<file path="config.mk">
export PLATFORM = sky130hd
export DESIGN_NAME = memory_stage_cache_if
export DESIGN_NICKNAME = d
export VERILOG_FILES = /design/src/rtl/memory_stage_cache_if.sv
export SDC_FILE = /design/constraint.sdc
export NUM_CORES = 1
export LEC_CHECK = 0
export ABC_AREA = 1
export BUFFER_PORTS_ARGS = -buffer_cell sky130_fd_sc_hd__buf_2
export CAP_MARGIN = 20
export CORE_MARGIN = 2
export CORE_UTILIZATION = 25
export DETAILED_ROUTE_END_ITERATION = 8
export PLACE_DENSITY_LB_ADDON = 0.3
export RECOVER_POWER = 25
export SYNTH_ARGS = -nofsm -noshare
export SYNTH_HDL_FRONTEND = slang
export SYNTH_SLANG_ARGS = --single-unit
</file>
<file path="constraint.sdc">
create_clock -name clk -period 2.1 [get_ports clk]
set_input_delay 0.105 -clock clk [delete_from_list [all_inputs] [get_ports clk]]
set_output_delay 0.105 -clock clk [all_outputs]
set_load 0.01 [all_outputs]
</file>
<file path="src/rtl/memory_stage_cache_if.sv">
// rtl/memory_stage_cache_if.sv - RISC-V MEM stage: L1 cache handshake, load/store formatting, MEM/WB register
//
// Purpose:
//   Memory stage of a 5-stage RISC-V pipeline. Aligned loads/stores from EX/MEM
//   are sent to the L1 cache controller with a valid/ready request channel.
//   The stage then waits for a single-cycle valid response, stalling the
//   pipeline until that response arrives. Load data is sign/zero extended
//   according to funct3. Store data is replicated across byte lanes with
//   matching strobes. The MEM/WB pipeline register is held here. A wait
//   timeout aborts a transaction that never completes.
//
// Ports:
//   clk, rst                 clock, synchronous active-low reset
//   RegwriteM .. pc_plus4M   EX/MEM pipeline register contents
//   cache_req_*              request channel to L1 (valid/ready, we, addr, wdata, wstrb)
//   cache_resp_*             response channel from L1 (valid, aligned read word)
//   stall_m                  hold request to the hazard unit
//   misalign_err             one-cycle pulse when a misaligned access is dropped
//   timeout_err              sticky abort flag, cleared only by reset
//   RegwriteW .. pc_plus4W   MEM/WB pipeline register outputs

module memory_stage_cache_if #(
  parameter int TIMEOUT_CYCLES = 255,
  parameter int CNT_W          = 8
) (
  input  logic        clk,
  input  logic        rst,
  input  logic        RegwriteM,
  input  logic        MemReadM,
  input  logic        MemWriteM,
  input  logic [1:0]  ResultSrcM,
  input  logic [2:0]  funct3M,
  input  logic [4:0]  RdM,
  input  logic [31:0] ALUResultM,
  input  logic [31:0] WriteDataM,
  input  logic [31:0] pc_plus4M,
  output logic        cache_req_valid,
  input  logic        cache_req_ready,
  output logic        cache_req_we,
  output logic [31:0] cache_req_addr,
  output logic [31:0] cache_req_wdata,
  output logic [3:0]  cache_req_wstrb,
  input  logic        cache_resp_valid,
  input  logic [31:0] cache_resp_rdata,
  output logic        stall_m,
  output logic        misalign_err,
  output logic        timeout_err,
  output logic        RegwriteW,
  output logic [1:0]  ResultSrcW,
  output logic [4:0]  RdW,
  output logic [31:0] ALUResultW,
  output logic [31:0] ReadDataW,
  output logic [31:0] pc_plus4W
);

  localparam logic [0:0] ST_IDLE = 1'b0;
  localparam logic [0:0] ST_WAIT = 1'b1;

  localparam logic [CNT_W-1:0] TIMEOUT_VAL = CNT_W'(TIMEOUT_CYCLES);

  logic [0:0]       state;
  logic [CNT_W-1:0] waitCnt;
  logic             timeoutErrQ;

  logic        memOp;
  logic        sizeHalf;
  logic        sizeWord;
  logic        badFunct3;
  logic        misaligned;
  logic        alignedOp;
  logic [1:0]  byteOff;
  logic        halfOff;
  logic        inIdle;
  logic        inWait;
  logic        reqAccept;
  logic        respTake;
  logic        timeoutHit;
  logic [7:0]  byteSel;
  logic [15:0] halfSel;
  logic [31:0] loadData;
  logic        takeM;
  logic        regwriteNext;
  logic [31:0] readDataNext;

  // ---------------------------------------------------------------------------
  // Access classification
  // ---------------------------------------------------------------------------
  assign byteOff  = ALUResultM[1:0];
  assign halfOff  = ALUResultM[1];
  assign memOp    = MemReadM | MemWriteM;
  assign sizeHalf = (funct3M[1:0] == 2'b01);
  assign sizeWord = (funct3M[1:0] == 2'b10);

  // Stores only have SB/SH/SW; loads additionally have LBU/LHU.
  always_comb begin
    badFunct3 = 1'b0;
    if (MemWriteM) begin
      badFunct3 = funct3M[2] | (funct3M[1:0] == 2'b11);
    end else begin
      badFunct3 = (funct3M == 3'b011) | (funct3M[2:1] == 2'b11);
    end
  end

  assign misaligned = memOp & (badFunct3
                             | (sizeHalf & byteOff[0])
                             | (sizeWord & (byteOff != 2'b00)));
  assign alignedOp  = memOp & ~misaligned;

  // ---------------------------------------------------------------------------
  // Handshake and stall. Everything visible to the pipe is masked during
  // reset so that upstream never sees a request from a stale state.
  // ---------------------------------------------------------------------------
  assign inIdle = rst & (state == ST_IDLE);
  assign inWait = rst & (state == ST_WAIT);

  assign cache_req_valid = inIdle & alignedOp;
  assign reqAccept       = cache_req_valid & cache_req_ready;

  // A response is only meaningful once the request has been accepted; one
  // arriving in IDLE is a leftover from an aborted transaction.
  assign respTake   = inWait & cache_resp_valid;
  assign timeoutHit = inWait & ~cache_resp_valid & (waitCnt == TIMEOUT_VAL);

  assign stall_m      = (inIdle & alignedOp) | (inWait & ~cache_resp_valid & ~timeoutHit);
  assign misalign_err = inIdle & misaligned;
  assign timeout_err  = timeoutErrQ | timeoutHit;

  // ---------------------------------------------------------------------------
  // Request fields, driven straight from EX/MEM (held stable during a stall)
  // ---------------------------------------------------------------------------
  assign cache_req_we   = MemWriteM;
  assign cache_req_addr = {ALUResultM[31:2], 2'b00};

  always_comb begin
    cache_req_wdata = 32'h0;
    cache_req_wstrb = 4'b0000;
    if (MemWriteM) begin
      case (funct3M[1:0])
        2'b00: begin
          cache_req_wdata = {4{WriteDataM[7:0]}};
          cache_req_wstrb = 4'b0001 << byteOff;
        end
        2'b01: begin
          cache_req_wdata = {2{WriteDataM[15:0]}};
          cache_req_wstrb = halfOff ? 4'b1100 : 4'b0011;
        end
        default: begin
          cache_req_wdata = WriteDataM;
          cache_req_wstrb = 4'b1111;
        end
      endcase
    end
  end

  // ---------------------------------------------------------------------------
  // Load data formatting
  // ---------------------------------------------------------------------------
  always_comb begin
    byteSel = 8'h00;
    case (byteOff)
      2'b00:   byteSel = cache_resp_rdata[7:0];
      2'b01:   byteSel = cache_resp_rdata[15:8];
      2'b10:   byteSel = cache_resp_rdata[23:16];
      default: byteSel = cache_resp_rdata[31:24];
    endcase
  end

  assign halfSel = halfOff ? cache_resp_rdata[31:16] : cache_resp_rdata[15:0];

  always_comb begin
    loadData = cache_resp_rdata;
    case (funct3M)
      3'b000:  loadData = {{24{byteSel[7]}}, byteSel};
      3'b100:  loadData = {24'h0, byteSel};
      3'b001:  loadData = {{16{halfSel[15]}}, halfSel};
      3'b101:  loadData = {16'h0, halfSel};
      default: loadData = cache_resp_rdata;
    endcase
  end

  // ---------------------------------------------------------------------------
  // MEM/WB next-value selection. takeM passes the M fields through; otherwise
  // the register is loaded with an all-zero bubble.
  // ---------------------------------------------------------------------------
  always_comb begin
    takeM        = 1'b0;
    regwriteNext = 1'b0;
    readDataNext = 32'h0;
    if (state == ST_IDLE) begin
      if (!memOp) begin
        takeM        = 1'b1;
        regwriteNext = RegwriteM;
      end else if (misaligned) begin
        // Dropped access still advances, but must not write the register file.
        takeM = 1'b1;
      end
    end else begin
      if (cache_resp_valid) begin
        takeM        = 1'b1;
        regwriteNext = RegwriteM;
        readDataNext = MemReadM ? loadData : 32'h0;
      end else if (timeoutHit) begin
        takeM = 1'b1;
      end
    end
  end

  // ---------------------------------------------------------------------------
  // State
  // ---------------------------------------------------------------------------
  always_ff @(posedge clk) begin
    if (!rst) begin
      state       <= ST_IDLE;
      waitCnt     <= '0;
      timeoutErrQ <= 1'b0;
      RegwriteW   <= 1'b0;
      ResultSrcW  <= 2'b00;
      RdW         <= 5'd0;
      ALUResultW  <= 32'h0;
      ReadDataW   <= 32'h0;
      pc_plus4W   <= 32'h0;
    end else begin
      case (state)
        ST_IDLE: begin
          if (reqAccept) begin
            state   <= ST_WAIT;
            waitCnt <= '0;
          end
        end
        default: begin
          if (respTake || timeoutHit) begin
            state <= ST_IDLE;
          end else begin
            waitCnt <= waitCnt + CNT_W'(1);
          end
        end
      endcase

      if (timeoutHit) begin
        timeoutErrQ <= 1'b1;
      end

      RegwriteW  <= regwriteNext;
      ResultSrcW <= takeM ? ResultSrcM : 2'b00;
      RdW        <= takeM ? RdM : 5'd0;
      ALUResultW <= takeM ? ALUResultM : 32'h0;
      pc_plus4W  <= takeM ? pc_plus4M : 32'h0;
      ReadDataW  <= readDataNext;
    end
  end

endmodule

</file>
==> metrics <==
status finished, final reports clean; P per Cell Area 741.6 nW/µm²; clk_lat worst skew 0.41 ns; cell row count 52; postcts setup bufs 0; Arr. time, crit path 1.84 ns; mean routed wirelength per cell 13.67 µm; met1 usage 0.1841; number of fill cells in the layout 2140; Fin. Hold Viols 0; GRT Util Overall 0.1634; # setup viols final 0; nets 1200; Switching Share 0.2738; grt ovf 0; Post-Synthesis Cells 685; slew at the pin closest to its max-slew limit 0.6529 ns; sequential-to-total area share from yosys stat 0.4476; vias per cell 4.215; routed via count 5640; Seq pwr share 0.385; Inserted Clock Buffers 17; xor and xnor fraction of the mapped netlist area 0.003436; Syn-to-layout area delta 57.57%; crit path kind reg2out; Core ar. 20100 µm²; Crit. End Element primary output; Post-synth EDFFs 0; fin. max-slew vios 0; first-pass GRT wire length 27.76 mm; CTS tree built; Area after DPL 6688 µm²; most used routing layer met2; VDD IR-drop max 0.3625 mV; Die ar. 21550 µm²; worst endpoint required time 2.00 ns; mapped cell area 5099 µm²; Synth area leader dfxtp_1; initial antenna violation count 1; Fmax achieved 514.9 MHz; final instance area 8034 µm²; worst rel slew slack 0.5648; ys flop type dfxtp_1; Commonest cells post-synth inv_1, dfxtp_1, nand2_1; # IOs 322; max-cap violations 0; ys async rst share 0; post-synthesis mux area share 0; Syn Area/Cell 7.443 µm²; DRT Pass-1 Iters 4; setup TNS 0 ns; Final Util 0.3996; Clock Path Buffers 2; fin crit share 0.9248; Die Ht 146.8 µm; largest family of logic cells by synthesized area buffers and inverters; Worst Hold Margin 0.01791 ns; crit start category flop; clk root buf clkbuf_16; Synth Area in Compound Gates 0.1693; FF+latch count, synth 114; crit-path max FO 8; largest net degree at the start of global routing 72; RSZ-0062 raised after global routing no; layout cells sized above 1 0.3074; Final Critical Period 1.942 ns; clock sink total 114; Placer Congestion 0.8477; initial core utilization 0.2536; Port Buffers 319; Die W 146.8 µm; synth unique cells 36; post-DP HPWL 13.14 mm; top-count cell post-synth inv_1; H-tree lvl count 4; Hold Path Class in2reg; met3 usage 0.04099; Pleak 4.265 nW; Simple-Gate Fraction of Synth Area 0.1816; vias in the first global route 5404; Post-DRT Antenna Nets 0; clock slew at reported path FFs 0.06 ns; P_int 0.004327 W; clock group share of total power 0.456; synth warn 0; adder-cell share of the synthesized area 0.002454; Switch Pwr 0.001631 W; 1st-iter DRT viols 355; met2 usage 0.2948; Logic pwr share 0.160; drc violations 0; Total Wirelength 18.30 mm; clk_skew 0.009175 ns; top post-synthesis cells by area dfxtp_1, inv_1, nand2_1; post-synth top area share 0.4476
-- timing repair --
action / in CTS / in global routing
resized for setup: 0 / 4
hold buffers: 86 / 0
hold endpoints to repair: 80 / 0
endpoints found under the setup margin: 0 / 1
-- final timing paths --
path	startpoint	to	slack, ns	cells past startpoint
worst max register to register	waitCnt[0]	pc_plus4W[11]	0.33	10
worst min-delay path	cache_resp_rdata[20]	ReadDataW[20]	0.02	5
worst min register to register	timeoutErrQ	timeoutErrQ	0.46	2
worst max-delay path	waitCnt[0]	stall_m	0.16	9
-- per-layer routing --
layer  vias up  wire length [µm]
met1      2527              7415
met3        25              1325
met4         0               401
met5         -                 0
met2       250              9155
li1       2838                 -
-- sequential cells by signal, summed over array words and instances (netlist names) --
name and flops:
ResultSrcW 2, ALUResultW 32, state 1, RdW 5, timeoutErrQ 1, pc_plus4W 32
ReadDataW 32, waitCnt 8, RegwriteW 1
-- per-stage QoR --
stage | worst slack (ns) | total power [W] | std cells
2_1_floorplan | 0.6310 | 0.002824 | 686
3_3_place_gp | 0.4001 | 0.003180 | 1219
3_5_place_dp | 0.3923 | 0.003180 | 1219
4_1_cts | 0.02963 | 0.006047 | 1337
5_1_grt | 0.002755 | 0.006240 | 1338
6_report | 0.1578 | 0.005958 | 1338
-- critical path, cell delays in order (launching register included) --
cell,delay [ns]
dfxtp_1,0.38
ha_1,0.19
nand2_1,0.10
nor2_2,0.16
nand3_2,0.12
nand2_4,0.14
a21oi_2,0.07
nand2_1,0.08
nand2_1,0.04
buf_2,0.14
-- power groups by stage --
stage               combinational (W)  sequential, W  clock, W
floorplan                    0.000436        0.00239         0
global route                  0.00104        0.00230   0.00289
global placement             0.000845        0.00234         0
finish                       0.000951        0.00229   0.00272
CTS                          0.000971        0.00229   0.00279
detailed placement           0.000845        0.00233         0
-- cells in the final DEF (no fill, tap or decap), drive strengths merged --
| master | netlist | final |
|---|---|---|
| a21oi | 93 | 93 |
| nand3 | 36 | 36 |
| o22ai | 22 | 22 |
| o211ai | 4 | 4 |
| nor4 | 1 | 1 |
| diode | 0 | 1 |
| nor3 | 5 | 5 |
| dlygate4sd3 | 0 | 86 |
| clkinv | 1 | 8 |
| a211oi | 1 | 1 |
| xnor2 | 1 | 1 |
| o21ai | 17 | 17 |
| nand4 | 2 | 2 |
| clkinvlp | 0 | 3 |
| bufinv | 0 | 1 |
| xor2 | 1 | 1 |
| a31oi | 6 | 6 |
| dfxtp | 114 | 114 |
| nor2 | 63 | 63 |
| inv | 142 | 145 |
| buf | 55 | 256 |
| clkbuf | 10 | 90 |
| ha | 1 | 1 |
| nand2 | 108 | 108 |
| conb | 1 | 2 |
| o21bai | 1 | 1 |
-- area by class of cell --
type | count | area, µm² | share of cell area
flip-flops and latches | 114 | 2283 | 0.2842
inverters | 143 | 539.3 | 0.06712
well taps | 270 | 337.8 | 0.04205
clock buffers | 18 | 429.2 | 0.05342
clock inverters | 14 | 132.6 | 0.01651
diodes | 1 | 2.502 | 0.0003115
repair buffers | 414 | 2470 | 0.3074
multi-input cells | 364 | 1839 | 0.2289
-- kinds of logic (layout without fill, tap and decap cells) --
family                     after synthesis  count (layout)
and+or+nand+nor                        215             215
buffers and inverters                  208             589
AOI/OAI and AO/OA                      144             144
DFF                                    114             114
xor gates and xnor gates                 2               2
adders and majority gates                1               1
other                                    1               3
Power figures use the tool's default switching activity.
